<file path="src/rtl/te_smooth_filter_pipe.sv">
// te_smooth_filter_pipe
// ---------------------------------------------------------------------------
// Three-stage pipelined 3x3 smoothing filter for the transmission-estimate
// path.  Each window carries its own kernel mode: passthrough, 1-2-1 2-D
// Gaussian, vertical-only 1-2-1 or horizontal-only 1-2-1.  Results can be
// rounded half-up or truncated at elaboration time.
//
// Ports
//   clk        system clock
//   rst        synchronous, active-high reset
//   in_valid   window and mode valid this cycle
//   in_ready   block accepts a window this cycle (low only while stalled)
//   in_mode    kernel select: 0 pass, 1 gauss2d, 2 vert, 3 horiz
//   in_win     packed 3x3 window, row-major, pixel 1 (top-left) in the LSBs
//   out_valid  filtered pixel valid
//   out_ready  downstream accepts the pixel
//   out_pix    filtered pixel
//   out_mode   mode that travelled with this pixel's window
// ---------------------------------------------------------------------------
module te_smooth_filter_pipe #(
    parameter int DATA_WIDTH = 8,
    parameter bit ROUND      = 1'b1
) (
    input  logic                    clk,
    input  logic                    rst,
    input  logic                    in_valid,
    output logic                    in_ready,
    input  logic [1:0]              in_mode,
    input  logic [9*DATA_WIDTH-1:0] in_win,
    output logic                    out_valid,
    input  logic                    out_ready,
    output logic [DATA_WIDTH-1:0]   out_pix,
    output logic [1:0]              out_mode
);

    localparam int PW = DATA_WIDTH + 3;
    localparam int SW = DATA_WIDTH + 4;

    localparam logic [1:0] MODE_PASS  = 2'd0;
    localparam logic [1:0] MODE_GAUSS = 2'd1;
    localparam logic [1:0] MODE_VERT  = 2'd2;
    localparam logic [1:0] MODE_HORIZ = 2'd3;

    logic                    advance;

    logic                    s1_valid;
    logic [1:0]              s1_mode;
    logic [9*DATA_WIDTH-1:0] s1_win;

    logic [PW-1:0]           c [9];
    logic [PW-1:0]           p1, p2, p3;

    logic                    s2_valid;
    logic [1:0]              s2_mode;
    logic [PW-1:0]           s2_r1, s2_r2, s2_r3;

    logic [SW-1:0]           sum_rnd;
    logic [DATA_WIDTH-1:0]   result;

    // The whole pipeline moves as one: the only thing that can stop it is a
    // result sitting at the output that downstream has not taken yet.  Bubbles
    // are deliberately not squeezed out, so a stall freezes every stage.
    assign advance  = !(out_valid && !out_ready);
    assign in_ready = advance;

    // Stage 1 simply registers the incoming window and its mode.  The window
    // is only overwritten on a real transfer so the data lines hold steady
    // across bubbles.
    always_ff @(posedge clk) begin
        if (rst) begin
            s1_valid <= 1'b0;
            s1_mode  <= 2'd0;
            s1_win   <= '0;
        end else if (advance) begin
            s1_valid <= in_valid;
            if (in_valid) begin
                s1_mode <= in_mode;
                s1_win  <= in_win;
            end
        end
    end

    // Break the captured window into nine zero-extended pixels, wide enough
    // that the x2 and x4 weighted terms can be summed without overflow.
    always_comb begin
        for (int i = 0; i < 9; i++) begin
            c[i] = PW'(s1_win[i*DATA_WIDTH +: DATA_WIDTH]);
        end
    end

    // Three partial sums per mode.  For the 1-D kernels and passthrough the
    // taps are steered into the same three slots so stage 3 is a single
    // three-input adder regardless of mode; passthrough just parks the
    // centre pixel in the first slot.
    always_comb begin
        p1 = '0;
        p2 = '0;
        p3 = '0;
        case (s1_mode)
            MODE_PASS: begin
                p1 = c[4];
            end
            MODE_GAUSS: begin
                p1 = c[0] + (c[1] << 1) + c[2];
                p2 = (c[3] << 1) + (c[4] << 2) + (c[5] << 1);
                p3 = c[6] + (c[7] << 1) + c[8];
            end
            MODE_VERT: begin
                p1 = c[1];
                p2 = c[4] << 1;
                p3 = c[7];
            end
            MODE_HORIZ: begin
                p1 = c[3];
                p2 = c[4] << 1;
                p3 = c[5];
            end
            default: begin
                p1 = '0;
            end
        endcase
    end

    // Stage 2 registers the partial sums along with the mode so the final
    // stage knows which shift to apply.
    always_ff @(posedge clk) begin
        if (rst) begin
            s2_valid <= 1'b0;
            s2_mode  <= 2'd0;
            s2_r1    <= '0;
            s2_r2    <= '0;
            s2_r3    <= '0;
        end else if (advance) begin
            s2_valid <= s1_valid;
            if (s1_valid) begin
                s2_mode <= s1_mode;
                s2_r1   <= p1;
                s2_r2   <= p2;
                s2_r3   <= p3;
            end
        end
    end

    // Final add plus the half-LSB rounding term, then the shift is done by
    // picking the right bit field.  The Gaussian weights sum to 16 and the
    // 1-D kernels to 4, so the selected field always fits DATA_WIDTH bits.
    always_comb begin
        sum_rnd = SW'(s2_r1) + SW'(s2_r2) + SW'(s2_r3);
        if (ROUND) begin
            if (s2_mode == MODE_GAUSS) begin
                sum_rnd = sum_rnd + SW'(8);
            end else if (s2_mode != MODE_PASS) begin
                sum_rnd = sum_rnd + SW'(2);
            end
        end
        case (s2_mode)
            MODE_GAUSS: result = sum_rnd[DATA_WIDTH+3:4];
            MODE_VERT,
            MODE_HORIZ: result = sum_rnd[DATA_WIDTH+1:2];
            default:    result = sum_rnd[DATA_WIDTH-1:0];
        endcase
    end

    // Stage 3 is the output register.  On a bubble only out_valid drops;
    // the pixel and mode hold their last values.
    always_ff @(posedge clk) begin
        if (rst) begin
            out_valid <= 1'b0;
            out_pix   <= '0;
            out_mode  <= 2'd0;
        end else if (advance) begin
            out_valid <= s2_valid;
            if (s2_valid) begin
                out_pix  <= result;
                out_mode <= s2_mode;
            end
        end
    end

endmodule

</file>
<file path="config.mk">
export PLATFORM = sky130hd
export DESIGN_NAME = te_smooth_filter_pipe
export DESIGN_NICKNAME = d
export VERILOG_FILES = /design/src/rtl/te_smooth_filter_pipe.sv
export SDC_FILE = /design/constraint.sdc
export NUM_CORES = 1
export LEC_CHECK = 0
export ABC_CLOCK_PERIOD_IN_PS = 10100
export CORE_MARGIN = 2
export CORE_UTILIZATION = 44
export CTS_CLUSTER_SIZE = 20
export DETAILED_ROUTE_END_ITERATION = 10
export PLACE_DENSITY_LB_ADDON = 0.2
export SYNTH_ARGS = -nofsm -noshare
export SYNTH_HDL_FRONTEND = slang
export SYNTH_SLANG_ARGS = --single-unit
</file>
<file path="constraint.sdc">
create_clock -name clk -period 10.1 [get_ports clk]
set_clock_uncertainty 0.05 [all_clocks]
set_input_delay 1.515 -clock clk [delete_from_list [all_inputs] [get_ports clk]]
set_output_delay 1.515 -clock clk [all_outputs]
set_load 0.1 [all_outputs]
</file>
==> reports/results.ini <==
[finish]
multi_input_area_um2=4187
drive_above_1_share=0.07348
num-fill-cells=1401
area_growth_pct=22.07
num_antenna_cells=0
regArea_um2=2382
fin_nets=1010

[floorplanning]
ios=90
die-area_um2=16500
row_count=45
initial_utilization=0.4500
die_h_um=128.5
core_area_um2=15150
fp.dieW_um=128.5

[detailed_routing]
drt_wl_total_um=16170
via_count=5804
dr.pass1.iters=4
postRouteAntennaNets=0
post_drt_wl_per_cell_um=15.27
drt_iter0_drc=367
vias_per_cell=5.481
drc=0

[placement]
io_buffers=89
dpl.hpwl_um=11870
place_ws_ps=5095
globalplace.congestion=0.8544

[clock_network]
clk_pin_slew_worst_paths_ps=60
cts_tree=done
root_buffer=clkbuf_16
cts.repair.resized=0
cts_hold_buf=0
cts_buffers=17
clk_latency_ps=420
cts_sinks=119
post_cts_buffers=0
clk_path_buf_depth=2
htreeDepth=4

[yosys]
async_reset_ff_frac=0
synth_flop_cell=dfxtp_1
yosys.area.top_type=dfxtp_1
syn_area_um2=6815
synth_warnings=0
synthTopCellsByArea=dfxtp_1 (35%), nand2_1 (10%), fa_1 (10%)
synth_area_per_cell_um2=8.605
synth_edf_count=0
yosys.cell_types.count=56
ys_seq_area_frac=0.3496
synth_top_area_frac=0.3496
ys_seq_elements=119
syn_nets=944
syn-instance-count=792

[pwr]
peakVddDrop_mv=0.1192
power.density_nw_per_um2=159.2
p_leak_nw=3.347

[sta]
worst_slack_ps=5092
slew_viol_final=0
tightest_slew_ps=1201
finalCritPeriodShare=0.4959
min_period_ps=5008
rsz0062_at_grt=false
finalSetupViolations=0
final.setup.tns_ps=0
slew_headroom=0.1995
max_freq_mhz=199.7
hold_viol_final=0

[grt]
grt_pass1_vias=5707
grt.total_usage=0.2055
antenna_found_initial=0
grt_max_degree=79
grt_pass1_wl_um=27170
gr-total-overflow=0

[outcome]
status=finished clean

[critical_path]
worstSetupPathType=input port to primary output
cp.required_ps=8540
end_kind=primary output
crit_fanout=7
cp.arrival_ps=3440
startpoint_type=input port

[hold_path]
min_path_type=register to register

[flow_run]
max-cap-violations=0

## power by group
group | switching (W) | internal (W)
clock | 0.000238 | 0.000317
sequential | 0.0000242 | 0.000495
combinational | 0.000139 | 0.000112
total | 0.000401 | 0.000924
## metal layers
layer,vias to the layer above,share of wire,GRT usage
li1,2898,-,-
met1,2756,0.46,0.2677
met2,127,0.48,0.3392
met3,23,0.039,0.04699
met4,0,0.017,0.06787
met5,-,0,0
## layout by cell type, fill, tap and decap left out, drive strengths merged, types with 10 or more instances in the layout
| cell type | Yosys | final |
|---|---|---|
| nand2 | 190 | 190 |
| nor2 | 35 | 35 |
| clkbuf | 41 | 17 |
| nand3 | 13 | 13 |
| a21oi | 110 | 110 |
| dfxtp | 119 | 119 |
| a221oi | 16 | 16 |
| clkdlybuf4s50 | 0 | 88 |
| o21ai | 14 | 14 |
| xnor2 | 20 | 20 |
| nor3 | 23 | 23 |
| a21o | 10 | 10 |
| inv | 10 | 15 |
| ha | 40 | 40 |
| fa | 34 | 34 |
## layout make-up
cell class | count | share of cell area
multi-input cells | 615 | 0.5032
inverters | 10 | 0.004512
clock inverters | 15 | 0.01429
well taps | 188 | 0.02827
flip-flops and latches | 119 | 0.2864
repair buffers | 95 | 0.1122
clock buffers | 17 | 0.05114
## synthesized netlist by cell type (3+ instances only)
cell type and n:
nand2_1 190, dfxtp_1 119, a21oi_1 110, ha_1 40, clkbuf_1 39, nor2_1 35
fa_1 34, nor3_1 23, xnor2_1 20, a221oi_1 16, o21ai_0 14, nand3_1 13
inv_1 10, xor2_1 9, a211oi_1 8, a21o_1 8, mux2_2 8, nor2b_1 8
a31oi_1 6, mux4_2 6, o21bai_1 6, buf_1 5, nand2b_1 5, o211ai_1 5
nor4_1 4, a21boi_0 3, mux2i_1 3, nand4_1 3, nand4b_1 3, o221ai_1 3
## metrics by stage
| stage | hold WS (ps) | cell area, um^2 | power [W] | utilization | instances |
|---|---|---|---|---|---|
| 3_5_place_dp | 402.8 | 7775 | 0.0007796 | 0.5133 | 1027 |
| 5_1_grt | 432.6 | 8319 | 0.001386 | 0.5493 | 1059 |
| 6_report | 408.0 | 8319 | 0.001324 | 0.5493 | 1059 |
| 3_3_place_gp | 394.6 | 7775 | 0.0007717 | 0.5133 | 1027 |
| 4_1_cts | 410.9 | 8319 | 0.001332 | 0.5493 | 1059 |
| 2_1_floorplan | 390.0 | 6815 | 0.0007010 | - | 792 |
## cell families (layout without fill, tap and decap cells)
| group | Yosys count | count (layout) | synth area share |
|---|---|---|---|
| simple gates | 297 | 297 | 0.1867 |
| compound gates | 198 | 198 | 0.1786 |
| flops | 119 | 119 | 0.3495 |
| fa+ha+maj | 74 | 74 | 0.1733 |
| buf+inv | 58 | 137 | 0.03709 |
| xor+xnor | 29 | 29 | 0.03727 |
| mux | 17 | 17 | 0.03745 |
## path summary, 6_finish.rpt
kind	cells past startpoint	startpoint	endpoint	slack (ps)
max	4	out_ready	in_ready	5090
min	2	out_mode[0]$_SDFFE_PP0P_	out_mode[0]$_SDFFE_PP0P_	410
max reg2reg	10	s2_r1[1]$_SDFFE_PP0P_	out_pix[7]$_SDFFE_PP0P_	6360
min reg2reg	2	out_mode[0]$_SDFFE_PP0P_	out_mode[0]$_SDFFE_PP0P_	410
## state kept, by name, indices dropped and copies added, names as in the netlist
signal / flops
out_mode: 2
s2_valid: 1
s1_win: 72
s2_r2: 10
s2_r1: 10
out_pix: 8
s1_mode: 2
s2_mode: 2
s1_valid: 1
out_valid: 1
s2_r3: 10
## worst max-delay path, stage by stage
cell             delay (ps)
clkdlybuf4s50_1         450
nor2b_1                  70
inv_1                   220
clkdlybuf4s50_1        1190
Power figures use the tool's default switching activity.
==> variant 1: new RTL, same flow settings <==
The parameter `ROUND` goes from 1'b1 to 1'b0.
--- a/src/rtl/te_smooth_filter_pipe.sv
+++ b/src/rtl/te_smooth_filter_pipe.sv
@@ -19,7 +19,7 @@
 // ---------------------------------------------------------------------------
 module te_smooth_filter_pipe #(
     parameter int DATA_WIDTH = 8,
-    parameter bit ROUND      = 1'b1
+    parameter bit ROUND      = 1'b0
 ) (
     input  logic                    clk,
     input  logic                    rst,
Check against the original RTL: not equivalent (a bounded check fails within 4 cycles, from zero or initial values and one cycle with rst high).
==> variant 1 against the original RTL <==
  * Register-to-register slack gained 840 ps
  * Synthesized cell count shrank 3.4%
  * Fmax grew 1.2%
  * Synthesized area shrank 3.6%
  * Design area shrank 2.0%
  * Largest power group unchanged
  * Critical endpoint unchanged
  * Sequential cell count is the same
  * Wire length shrank 1.1%
  * Setup slack gained 61 ps
  * Sequential share of layout area grew 0.58 points
  * Largest cell class unchanged
  * Power grew 3.7%
==> variant 1: results (changes against the original RTL) <==
<table>
<tr><th>Metric</th><th>Value</th></tr>
<tr><th colspan="2">Run status</th></tr>
<tr><td>Result of the run</td><td>finished clean</td></tr>
<tr><th colspan="2">Power and ir drop</th></tr>
<tr><td>Reported leakage power</td><td>3.33 nW (-0.63%)</td></tr>
<tr><th colspan="2">Route</th></tr>
<tr><td>Via count normalized by instance count</td><td>5.42 (-1.1%)</td></tr>
<tr><td>DRC violation total after the first TritonRoute iteration</td><td>283 (-23%)</td></tr>
<tr><td>WL final</td><td>16.0 mm (-1.1%)</td></tr>
<tr><td>1st-pass router iterations</td><td>6 (+2)</td></tr>
<tr><th colspan="2">Critical path</th></tr>
<tr><td>R2r setup slk</td><td>7200 ps (+840 ps)</td></tr>
<tr><td>Worst endpoint data arrival time</td><td>3380 ps (-60 ps)</td></tr>
<tr><td>Startpoint of the lowest-slack register-to-register path</td><td>s1_win[49]</td></tr>
<tr><td>Depth of the worst register-to-register path</td><td>9 (-1)</td></tr>
<tr><td>Largest stage delay on the critical path</td><td>1170 ps (-20 ps)</td></tr>
<tr><th colspan="2">Yosys</th></tr>
<tr><td>Adder and majority gate portion of the synthesized area</td><td>0.176 (+0.00263)</td></tr>
<tr><td>Average cell area after synthesis</td><td>8.59 um^2 (-0.18%)</td></tr>
<tr><td>Multiplexer area fraction after synthesis</td><td>0.0434 (+0.00596)</td></tr>
<tr><td>Most common library cells after synthesis</td><td>188 x nand2_1, 119 x dfxtp_1, 115 x a21oi_1, 40 x nor2_1, 38 x ha_1</td></tr>
<tr><td>Synth Area in Compound Gates</td><td>0.183 (+0.00435)</td></tr>
<tr><td>Post-synthesis instance area</td><td>6570 um^2 (-3.6%)</td></tr>
<tr><th colspan="2">Layout</th></tr>
<tr><td>Number of filler cells placed in the layout</td><td>1346 (-3.9%)</td></tr>
<tr><td>NumNets Final</td><td>985 (-2.5%)</td></tr>
<tr><th colspan="2">STA</th></tr>
<tr><td>Min Hold Slack</td><td>406 ps (-2.08 ps)</td></tr>
<tr><td>Actual slew at the worst max-slew pin</td><td>1020 ps (-181 ps)</td></tr>
<tr><td>Final period demand of the worst path</td><td>4950 ps (-60.6 ps)</td></tr>
<tr><th colspan="2">Global routing</th></tr>
<tr><td>Global-route wire length before repair</td><td>26.7 mm (-1.5%)</td></tr>
<tr><td>Via count of the first global-routing pass</td><td>5566 (-2.5%)</td></tr>
<tr><td>Total global routing track utilization</td><td>0.206 (+0.000892)</td></tr>
<tr><th colspan="2">Min path</th></tr>
<tr><td>Min-delay src</td><td>out_mode[1]</td></tr>
<tr><th colspan="2">Placed design</th></tr>
<tr><td>Cell area after placement</td><td>7550 um^2 (-2.9%)</td></tr>
<tr><td>DPL Wire Length</td><td>11.7 mm (-1.4%)</td></tr>
<tr><td>Pre-CTS setup slack</td><td>5150 ps (+59.6 ps)</td></tr>
<tr><td>Placed Cells incl. Taps</td><td>1000 (-2.6%)</td></tr>
</table>
==> variant 1: worst min path at each step <==
stage / to / cells after the start
finish: out_mode[1] / 2
global route: out_pix[0] / 2
CTS: out_mode[0] / 2
detailed placement: out_mode[0] / 2
global placement: out_mode[0] / 2
floorplan: s2_r2[10] / 2
==> variant 1: cell families after synthesis <==
| logic type | after synthesis |
|---|---|
| compound gates | 200 |
| xor+xnor | 18 |
| fa+ha+maj | 72 |
| buf+inv | 58 |
| flops | 119 |
| mux | 20 |
| simple gates | 278 |
==> variant 1: worst max-delay path: cells and delay by family <==
kind | cells | cell delay, ps
buffers and inverters | 3 | 1810
and+or+nand+nor | 1 | 60
==> variant 1: power groups by stage <==
| stage | sequential, mW | combinational (mW) | clock [mW] |
|---|---|---|---|
| after floorplan | 0.535 | 0.149 | 0 |
| after global placement | 0.529 | 0.224 | 0 |
| after detailed placement | 0.530 | 0.229 | 0 |
| after CTS | 0.520 | 0.232 | 0.630 |
| after global routing | 0.523 | 0.259 | 0.648 |
| final | 0.520 | 0.232 | 0.622 |
==> variant 1: area by class of cell <==
class                      instances  area share
sequential                       119       0.292
timing repair buffer              96       0.115
inverter                          13     0.00599
clock inverter                     8      0.0146
clock buffer                      23      0.0599
multi-input combinational        588       0.484
tap                              184      0.0282
==> variant 1: metal layers <==
metal,global-route usage,vias up,part of all wire
met3,0.0472,27,0.047
met4,0.0879,0,0.024
met1,0.270,2629,0.47
met2,0.329,144,0.46
met5,0,-,0
li1,-,2791,-
==> variant 2: new RTL, same flow settings <==
Without the edit above. Reset style: asynchronous (`rst`), changed in 3 clocked blocks. Comments in the files are not updated.
--- a/src/rtl/te_smooth_filter_pipe.sv
+++ b/src/rtl/te_smooth_filter_pipe.sv
@@ -66,7 +66,7 @@
     // Stage 1 simply registers the incoming window and its mode.  The window
     // is only overwritten on a real transfer so the data lines hold steady
     // across bubbles.
-    always_ff @(posedge clk) begin
+    always_ff @(posedge clk or posedge rst) begin
         if (rst) begin
             s1_valid <= 1'b0;
             s1_mode  <= 2'd0;
@@ -123,7 +123,7 @@
 
     // Stage 2 registers the partial sums along with the mode so the final
     // stage knows which shift to apply.
-    always_ff @(posedge clk) begin
+    always_ff @(posedge clk or posedge rst) begin
         if (rst) begin
             s2_valid <= 1'b0;
             s2_mode  <= 2'd0;
@@ -163,7 +163,7 @@
 
     // Stage 3 is the output register.  On a bubble only out_valid drops;
     // the pixel and mode hold their last values.
-    always_ff @(posedge clk) begin
+    always_ff @(posedge clk or posedge rst) begin
         if (rst) begin
             out_valid <= 1'b0;
             out_pix   <= '0;
Formal check against the unedited RTL: differs if rst is asserted again (counterexample within 4 cycles, from zero or initial values and one cycle with rst high); with rst held inactive, the same outputs for 4 cycles.
==> variant 2 against the original RTL <==
  * Final cell count down 15%
  * Synthesized cell count down 25%
  * Design area increased by 5.4%
  * Sequential cell count stayed put
  * Wire length decreased by 9.3%
  * Non-clock buffer count decreased by 2
  * Setup slack worse by 140 ps
  * Synthesized area grew 4.2%
  * Largest cell class unchanged
Power is left out: the tool's default activity adds up to more than one toggle a clock period on the data nets, which glitch-free logic cannot reach.
==> variant 2: results (changes against the original RTL) <==
<table>
<tr><th>Metric</th><th>Value</th></tr>
<tr><th colspan="2">Critical path</th></tr>
<tr><td>Worst endpoint data arrival time</td><td>3580 ps (+140 ps)</td></tr>
<tr><td>Largest stage delay on the critical path</td><td>1230 ps (+40 ps)</td></tr>
<tr><td>Biggest fanout along the worst timing path</td><td>11 (+4)</td></tr>
<tr><th colspan="2">Route</th></tr>
<tr><td>Met2 WL</td><td>7.52 mm (-2.9%)</td></tr>
<tr><td>Detailed-routed wire length on met3</td><td>418 um (-34%)</td></tr>
<tr><td>WL final</td><td>14.7 mm (-9.3%)</td></tr>
<tr><td>DRC violation total after the first TritonRoute iteration</td><td>247 (-33%)</td></tr>
<tr><td>Routed metal-1 wirelength</td><td>6.34 mm (-16%)</td></tr>
<tr><th colspan="2">Placed design</th></tr>
<tr><td>GP Congestion</td><td>0.841 (-1.6%)</td></tr>
<tr><th colspan="2">Yosys</th></tr>
<tr><td>Most common library cells after synthesis</td><td>119 x dfrtp_1, 86 x mux2_2, 51 x nand2_1, 40 x ha_1, 36 x a21oi_1</td></tr>
<tr><td>Multiplexer area fraction after synthesis</td><td>0.165 (+0.128)</td></tr>
<tr><td>Share of flip-flops with an asynchronous set or reset</td><td>1.00 (+1.00)</td></tr>
<tr><td>Synth Area in Compound Gates</td><td>0.109 (-0.0696)</td></tr>
<tr><td>Number of distinct library cells after synthesis</td><td>58 (+3.6%)</td></tr>
<tr><td>XOR/XNOR Fraction of Synth Area</td><td>0.0478 (+0.0105)</td></tr>
<tr><td>Count leader, synth</td><td>dfrtp_1</td></tr>
<tr><td>Adder and majority gate portion of the synthesized area</td><td>0.166 (-0.00696)</td></tr>
<tr><th colspan="2">Layout</th></tr>
<tr><td>Number of filler cells placed in the layout</td><td>1295 (-7.6%)</td></tr>
<tr><td>Proportion of layout cells with a drive suffix above 1</td><td>0.207 (+0.134)</td></tr>
<tr><td>NumNets Final</td><td>825 (-18%)</td></tr>
<tr><th colspan="2">Global routing</th></tr>
<tr><td>Global-route wire length before repair</td><td>25.0 mm (-7.8%)</td></tr>
<tr><td>Total global routing track utilization</td><td>0.190 (-0.0152)</td></tr>
<tr><td>Via count of the first global-routing pass</td><td>5183 (-9.2%)</td></tr>
<tr><th colspan="2">Run status</th></tr>
<tr><td>Result of the run</td><td>finished clean</td></tr>
<tr><th colspan="2">STA</th></tr>
<tr><td>Worst slew margin</td><td>0.343 (+0.143)</td></tr>
</table>
## variant 2: worst paths after layout
kind,startpoint,end,slack (ps),cells after the start
worst max-delay path,out_ready,in_ready,4950,3
worst min-delay path,out_pix[0],out_pix[0],430,2
worst max register to register,s2_r1[1],out_pix[7],6080,11
worst min register to register,out_pix[0],out_pix[0],430,2
max in group asynchronous,rst,s1_win[39],7140,3
min in group asynchronous,rst,s2_r3[1],1490,2
## variant 2: kinds of logic (layout without fill, tap and decap cells)
group | Yosys count | after routing
xor gates and xnor gates | 37 | 37
DFF | 119 | 119
muxes | 99 | 99
AOI/OAI and AO/OA | 123 | 123
and+or+nand+nor | 94 | 94
buffers and inverters | 45 | 139
adders and majority gates | 74 | 74
## variant 2: metal layers
layer,GRT usage,vias to the layer above
li1,-,2264
met1,0.234,2341
met2,0.326,86
met3,0.0371,25
met4,0.0851,0
met5,0,-
## variant 2: cell type report
class / count / area [um^2] / share of cell area
clock buffers: 22 / 474 / 0.0541
flip-flops and latches: 119 / 2980 / 0.340
repair buffers: 93 / 921 / 0.105
clock inverters: 9 / 148 / 0.0168
inverters: 15 / 58.8 / 0.00670
multi-input cells: 427 / 3920 / 0.447
well taps: 216 / 270 / 0.0308
## variant 2: per-stage QoR
stage	cells	utilization
after floorplan	591	-
final	901	0.554
after global routing	901	0.554
after global placement	870	0.515
after CTS	901	0.554
after detailed placement	870	0.515
## variant 2: worst reg2reg max path: cells and delay by family, from the launching register on
kind                     cells  cell delay [ps]
AO/OA/AOI/OAI                5             1000
XOR/XNOR                     1              120
adder cells (fa/ha/maj)      3             1160
flip-flops                   1              400
AND/OR/NAND/NOR              2             1170
